`src/rtl/serial_adder_ctrl.sv`:
```
// Bit-serial adder controller: feeds one f_adder cell LSB first over WIDTH
// cycles, keeps the carry in a flop and assembles the sum in a shift register.

module f_adder (
  input  logic x,
  input  logic y,
  input  logic cin,
  output logic s_c,
  output logic cout_c
);

  assign s_c    = x ^ y ^ cin;
  assign cout_c = (x & y) | (x & cin) | (y & cin);

endmodule

module serial_adder_ctrl #(
  parameter int unsigned WIDTH = 8
) (
  input  logic             clk,
  input  logic             rst_n,
  input  logic             start,
  input  logic [WIDTH-1:0] a,
  input  logic [WIDTH-1:0] b,
  input  logic             cin,
  output logic             busy,
  output logic             done,
  output logic [WIDTH-1:0] sum,
  output logic             cout
);

  localparam int unsigned CNT_W = $clog2(WIDTH) + 1;

  typedef enum logic [1:0] {
    IDLE = 2'd0,
    RUN  = 2'd1,
    DONE = 2'd2
  } state_t;

  state_t             state, state_nxt;
  logic [WIDTH-1:0]   sra, sra_nxt;
  logic [WIDTH-1:0]   srb, srb_nxt;
  logic [WIDTH-1:0]   srs, srs_nxt;
  logic [CNT_W-1:0]   count, count_nxt;
  logic               carry, carry_nxt;
  logic [WIDTH-1:0]   sum_nxt;
  logic               cout_nxt;
  logic               busy_nxt;
  logic               done_nxt;
  logic               fa_s;
  logic               fa_cout;
  logic [WIDTH-1:0]   srs_shift;

  f_adder u_fa (
    .x     (sra[0]),
    .y     (srb[0]),
    .cin   (carry),
    .s_c   (fa_s),
    .cout_c(fa_cout)
  );

  // New sum bit enters at the MSB; written as shifts so WIDTH=1 needs no slice.
  assign srs_shift = (srs >> 1) | (WIDTH'(fa_s) << (WIDTH - 1));

  always_ff @(posedge clk or negedge rst_n) begin
    if (!rst_n) begin
      state <= IDLE;
      sra   <= '0;
      srb   <= '0;
      srs   <= '0;
      count <= '0;
      carry <= 1'b0;
      sum   <= '0;
      cout  <= 1'b0;
      busy  <= 1'b0;
      done  <= 1'b0;
    end else begin
      state <= state_nxt;
      sra   <= sra_nxt;
      srb   <= srb_nxt;
      srs   <= srs_nxt;
      count <= count_nxt;
      carry <= carry_nxt;
      sum   <= sum_nxt;
      cout  <= cout_nxt;
      busy  <= busy_nxt;
      done  <= done_nxt;
    end
  end

  always_comb begin
    state_nxt = state;
    sra_nxt   = sra;
    srb_nxt   = srb;
    srs_nxt   = srs;
    count_nxt = count;
    carry_nxt = carry;
    sum_nxt   = sum;
    cout_nxt  = cout;

    case (state)
      IDLE: begin
        if (start) begin
          sra_nxt   = a;
          srb_nxt   = b;
          carry_nxt = cin;
          count_nxt = '0;
          srs_nxt   = '0;
          state_nxt = RUN;
        end
      end
      RUN: begin
        srs_nxt   = srs_shift;
        sra_nxt   = sra >> 1;
        srb_nxt   = srb >> 1;
        carry_nxt = fa_cout;
        count_nxt = count + CNT_W'(1);
        if (count == CNT_W'(WIDTH - 1)) begin
          sum_nxt   = srs_shift;
          cout_nxt  = fa_cout;
          state_nxt = DONE;
        end
      end
      DONE:    state_nxt = IDLE;
      default: state_nxt = IDLE;
    endcase

    // Status flags are registered decodes of the upcoming state.
    busy_nxt = (state_nxt == RUN);
    done_nxt = (state_nxt == DONE);
  end

endmodule

```
`config.mk`:
```
export PLATFORM = sky130hd
export DESIGN_NAME = serial_adder_ctrl
export DESIGN_NICKNAME = d
export VERILOG_FILES = /design/src/rtl/serial_adder_ctrl.sv
export SDC_FILE = /design/constraint.sdc
export NUM_CORES = 1
export LEC_CHECK = 0
export ABC_CLOCK_PERIOD_IN_PS = 1700
export BUFFER_PORTS_ARGS = -buffer_cell sky130_fd_sc_hd__buf_2
export CORE_MARGIN = 1.5
export CORE_UTILIZATION = 54
export DETAILED_ROUTE_END_ITERATION = 7
export GPL_TIMING_DRIVEN = 0
export PLACE_DENSITY = 0.82
export RECOVER_POWER = 25
export SLEW_MARGIN = 20
export SYNTH_ARGS = -nofsm -noshare
export SYNTH_HDL_FRONTEND = slang
export SYNTH_SLANG_ARGS = --single-unit
```
`constraint.sdc`:
```
create_clock -name clk -period 1.7 [get_ports clk]
set_input_delay 0.17 -clock clk [delete_from_list [all_inputs] [get_ports clk]]
set_output_delay 0.17 -clock clk [all_outputs]
set_load 0.1 [all_outputs]
```
==> results.json <==
{
  "outcome": "finished, final reports clean",
  "start_util": 0.565,
  "reg2regPathDepth": 5,
  "ys_warn_count": 0,
  "p_per_area_nw_per_um2": 1930,
  "maxCapViolCount": 0,
  "grt_max_degree": 42,
  "worst-r2r-setup-slack_ps": 120,
  "rsz0062_at_grt": "false",
  "dr.first_iter.drc_count": 40,
  "cts_max_level": 2,
  "crit_type": "flip-flop to flip-flop",
  "die_y_um": 59.3,
  "drcViolationCount": 0,
  "syn_nets": 170,
  "drt-vias-per-instance": 5.53,
  "worst_skew_pair.late_latency_ps": 350,
  "fmax_mhz": 635,
  "maxSlewHeadroom": 0.351,
  "die_area_um2": 3520,
  "grt_pass1_wl_mm": 5.92,
  "rr_endpoint": "sum[5]",
  "finalSetupViolations": 0,
  "dp_hpwl_mm": 2.47,
  "track_usage": 0.234,
  "synth_common_cells": "dfrtp_1, nand2_1, o21ai_0",
  "synth.most_common_cell": "dfrtp_1",
  "finalWirelength_mm": 3.41,
  "fin_crit_ps": 1580,
  "min_path_type": "primary input to flip-flop",
  "worst_pin_slew_ps": 973,
  "wl_per_cell_um": 14.7,
  "async_flop_share": 1.00,
  "core_um2": 3030,
  "dpl_worst_slack_ps": -9.21,
  "syn_inst": 148,
  "synth-edff-count": 0,
  "area_growth_syn_to_layout_pct": 18.6,
  "antenna_found_initial": 0,
  "synthTopCellsByArea": "dfrtp_1, a22oi_1, o21ai_0, mux2_2, a22o_1",
  "grt_overflow": 0,
  "clock_path_buffers": 2,
  "clock_sinks": 41,
  "dr_total_vias": 1282,
  "crit_start": "count[0]",
  "gp_congestion": 0.784,
  "num-nets-final": 210,
  "arrival_ps": 1820,
  "slew_violations": 0,
  "end_kind": "flip-flop",
  "worstReg2RegStart": "count[0]",
  "endpoint": "sum[5]",
  "ys_ff_latch": 41,
  "holdWs_ps": 102,
  "cts_made_buffers": 5,
  "synth_top_area_share": 0.599,
  "seq_area_frac_synth": 0.599,
  "required_ps": 1950,
  "die_x_um": 59.3,
  "peakVddDrop_mv": 0.713,
  "port_buffers": 30,
  "root_buffer": "clkbuf_4",
  "min_period_over_period": 0.927,
  "ys.flop_type": "dfrtp_1",
  "worst_slack_ps": 124,
  "antennaDiodeCount": 0,
  "dr.pass1.iters": 4,
  "clk_pin_slew_worst_paths_ps": 110,
  "cts_tree": "done",
  "drive_gt1_frac": 0.282,
  "ys_types": 25,
  "skew_ps": 8.54,
  "hold_violations": 0,
  "synth.largest_area_cell": "dfrtp_1",
  "syn-cell-area_um2": 1710,
  "rows": 20,
  "avgSynthCellArea_um2": 11.6,
  "total_leakage_power_uw": 0.000944,
  "grt_pass1_vias": 1344,
  "ant_nets": 0,
  "num_io_pins": 31,
  "path_max_fanout": 9,
  "cp-start-kind": "flip-flop"
}
-- power breakdown --
| part | internal (uW) | switching [uW] |
|---|---|---|
| logic | 521 | 1240 |
| clock network | 299 | 302 |
| registers | 1320 | 229 |
-- through the flow --
stage,total power [uW],utilization,std cells,setup TNS [ps],area [um2]
after CTS,3930,0.669,232,0,2030
after floorplan,2930,-,148,0,1710
after detailed placement,3310,0.633,222,-11.7,1920
after global routing,4150,0.670,232,0,2030
after global placement,3230,0.633,222,0,1920
final,3910,0.670,232,0,2030
-- repair_timing --
action / 4_1_cts / 5_1_grt
endpoints found under the hold margin: 41 / 0
setup buffers: 2 / 0
hold buffers: 1 / 0
pin swaps: 1 / 0
setup endpoints to repair: 7 / 1
resized for setup: 0 / 1
-- worst min-delay path by stage --
stage | end | slack, ps | cells past startpoint | start
floorplan | busy | -130 | 0 | rst_n
global placement | srs[7] | 330 | 1 | rst_n
detailed placement | busy | 340 | 1 | rst_n
CTS | srb[3] | 100 | 3 | b[3]
global route | carry | 100 | 3 | cin
finish | srb[6] | 100 | 3 | b[6]
-- placed cells by master, fill, tap and decap left out, drive strengths merged --
cell,Yosys,final
nand3,1,1
o21bai,1,1
nor3,2,2
a21oi,5,5
clkinv,0,1
nor2b,6,6
o21ai,16,16
mux2i,3,3
nand2,18,18
a31oi,1,1
inv,5,5
a41oi,1,1
dlygate4sd3,0,1
fa,1,1
ha,1,1
a22oi,14,14
dfrtp,41,41
nand2b,2,2
mux2,7,7
bufinv,0,1
nor2,3,3
buf,4,35
clkbuf,5,11
a22o,8,8
o22ai,3,3
-- final cells by class --
| cell class | instances | area (um2) |
|---|---|---|
| Buffer | 9 | 41.3 |
| Clock buffer | 5 | 37.5 |
| Clock inverter | 2 | 35.0 |
| Fill cell | 250 | 998 |
| Inverter | 5 | 18.8 |
| Multi-Input combinational cell | 93 | 628 |
| Sequential cell | 41 | 1030 |
| Tap cell | 44 | 55.1 |
| Timing Repair Buffer | 33 | 188 |
-- sequential cells by signal (all words and copies together) (netlist names) --
name,flops
carry,1
srb,8
cout,1
count,4
sum,8
busy,1
done,1
srs,7
sra,8
state,2
-- logic make-up (layout without fill, tap and decap cells) --
family | count (synthesis) | count (layout) | share of synthesized area
compound gates | 49 | 49 | 0.188
fa+ha+maj | 2 | 2 | 0.0190
buf+inv | 14 | 54 | 0.0351
flops | 41 | 41 | 0.599
mux | 10 | 10 | 0.0636
simple gates | 32 | 32 | 0.0950
-- metal layers --
| metal | vias to the layer above | share of wire | track usage |
|---|---|---|---|
| li1 | 610 | - | - |
| met1 | 635 | 0.42 | 0.267 |
| met2 | 31 | 0.52 | 0.392 |
| met3 | 6 | 0.045 | 0.0786 |
| met4 | 0 | 0.016 | 0.114 |
| met5 | - | 0 | 0 |
-- critical path, cell delays in order (launching register included) --
cell,delay (ps)
dfrtp_1,430
ha_1,210
nand2_1,120
nor3_4,220
buf_12,150
mux2_2,330
Note: power is estimated with default switching activity, not from simulation.
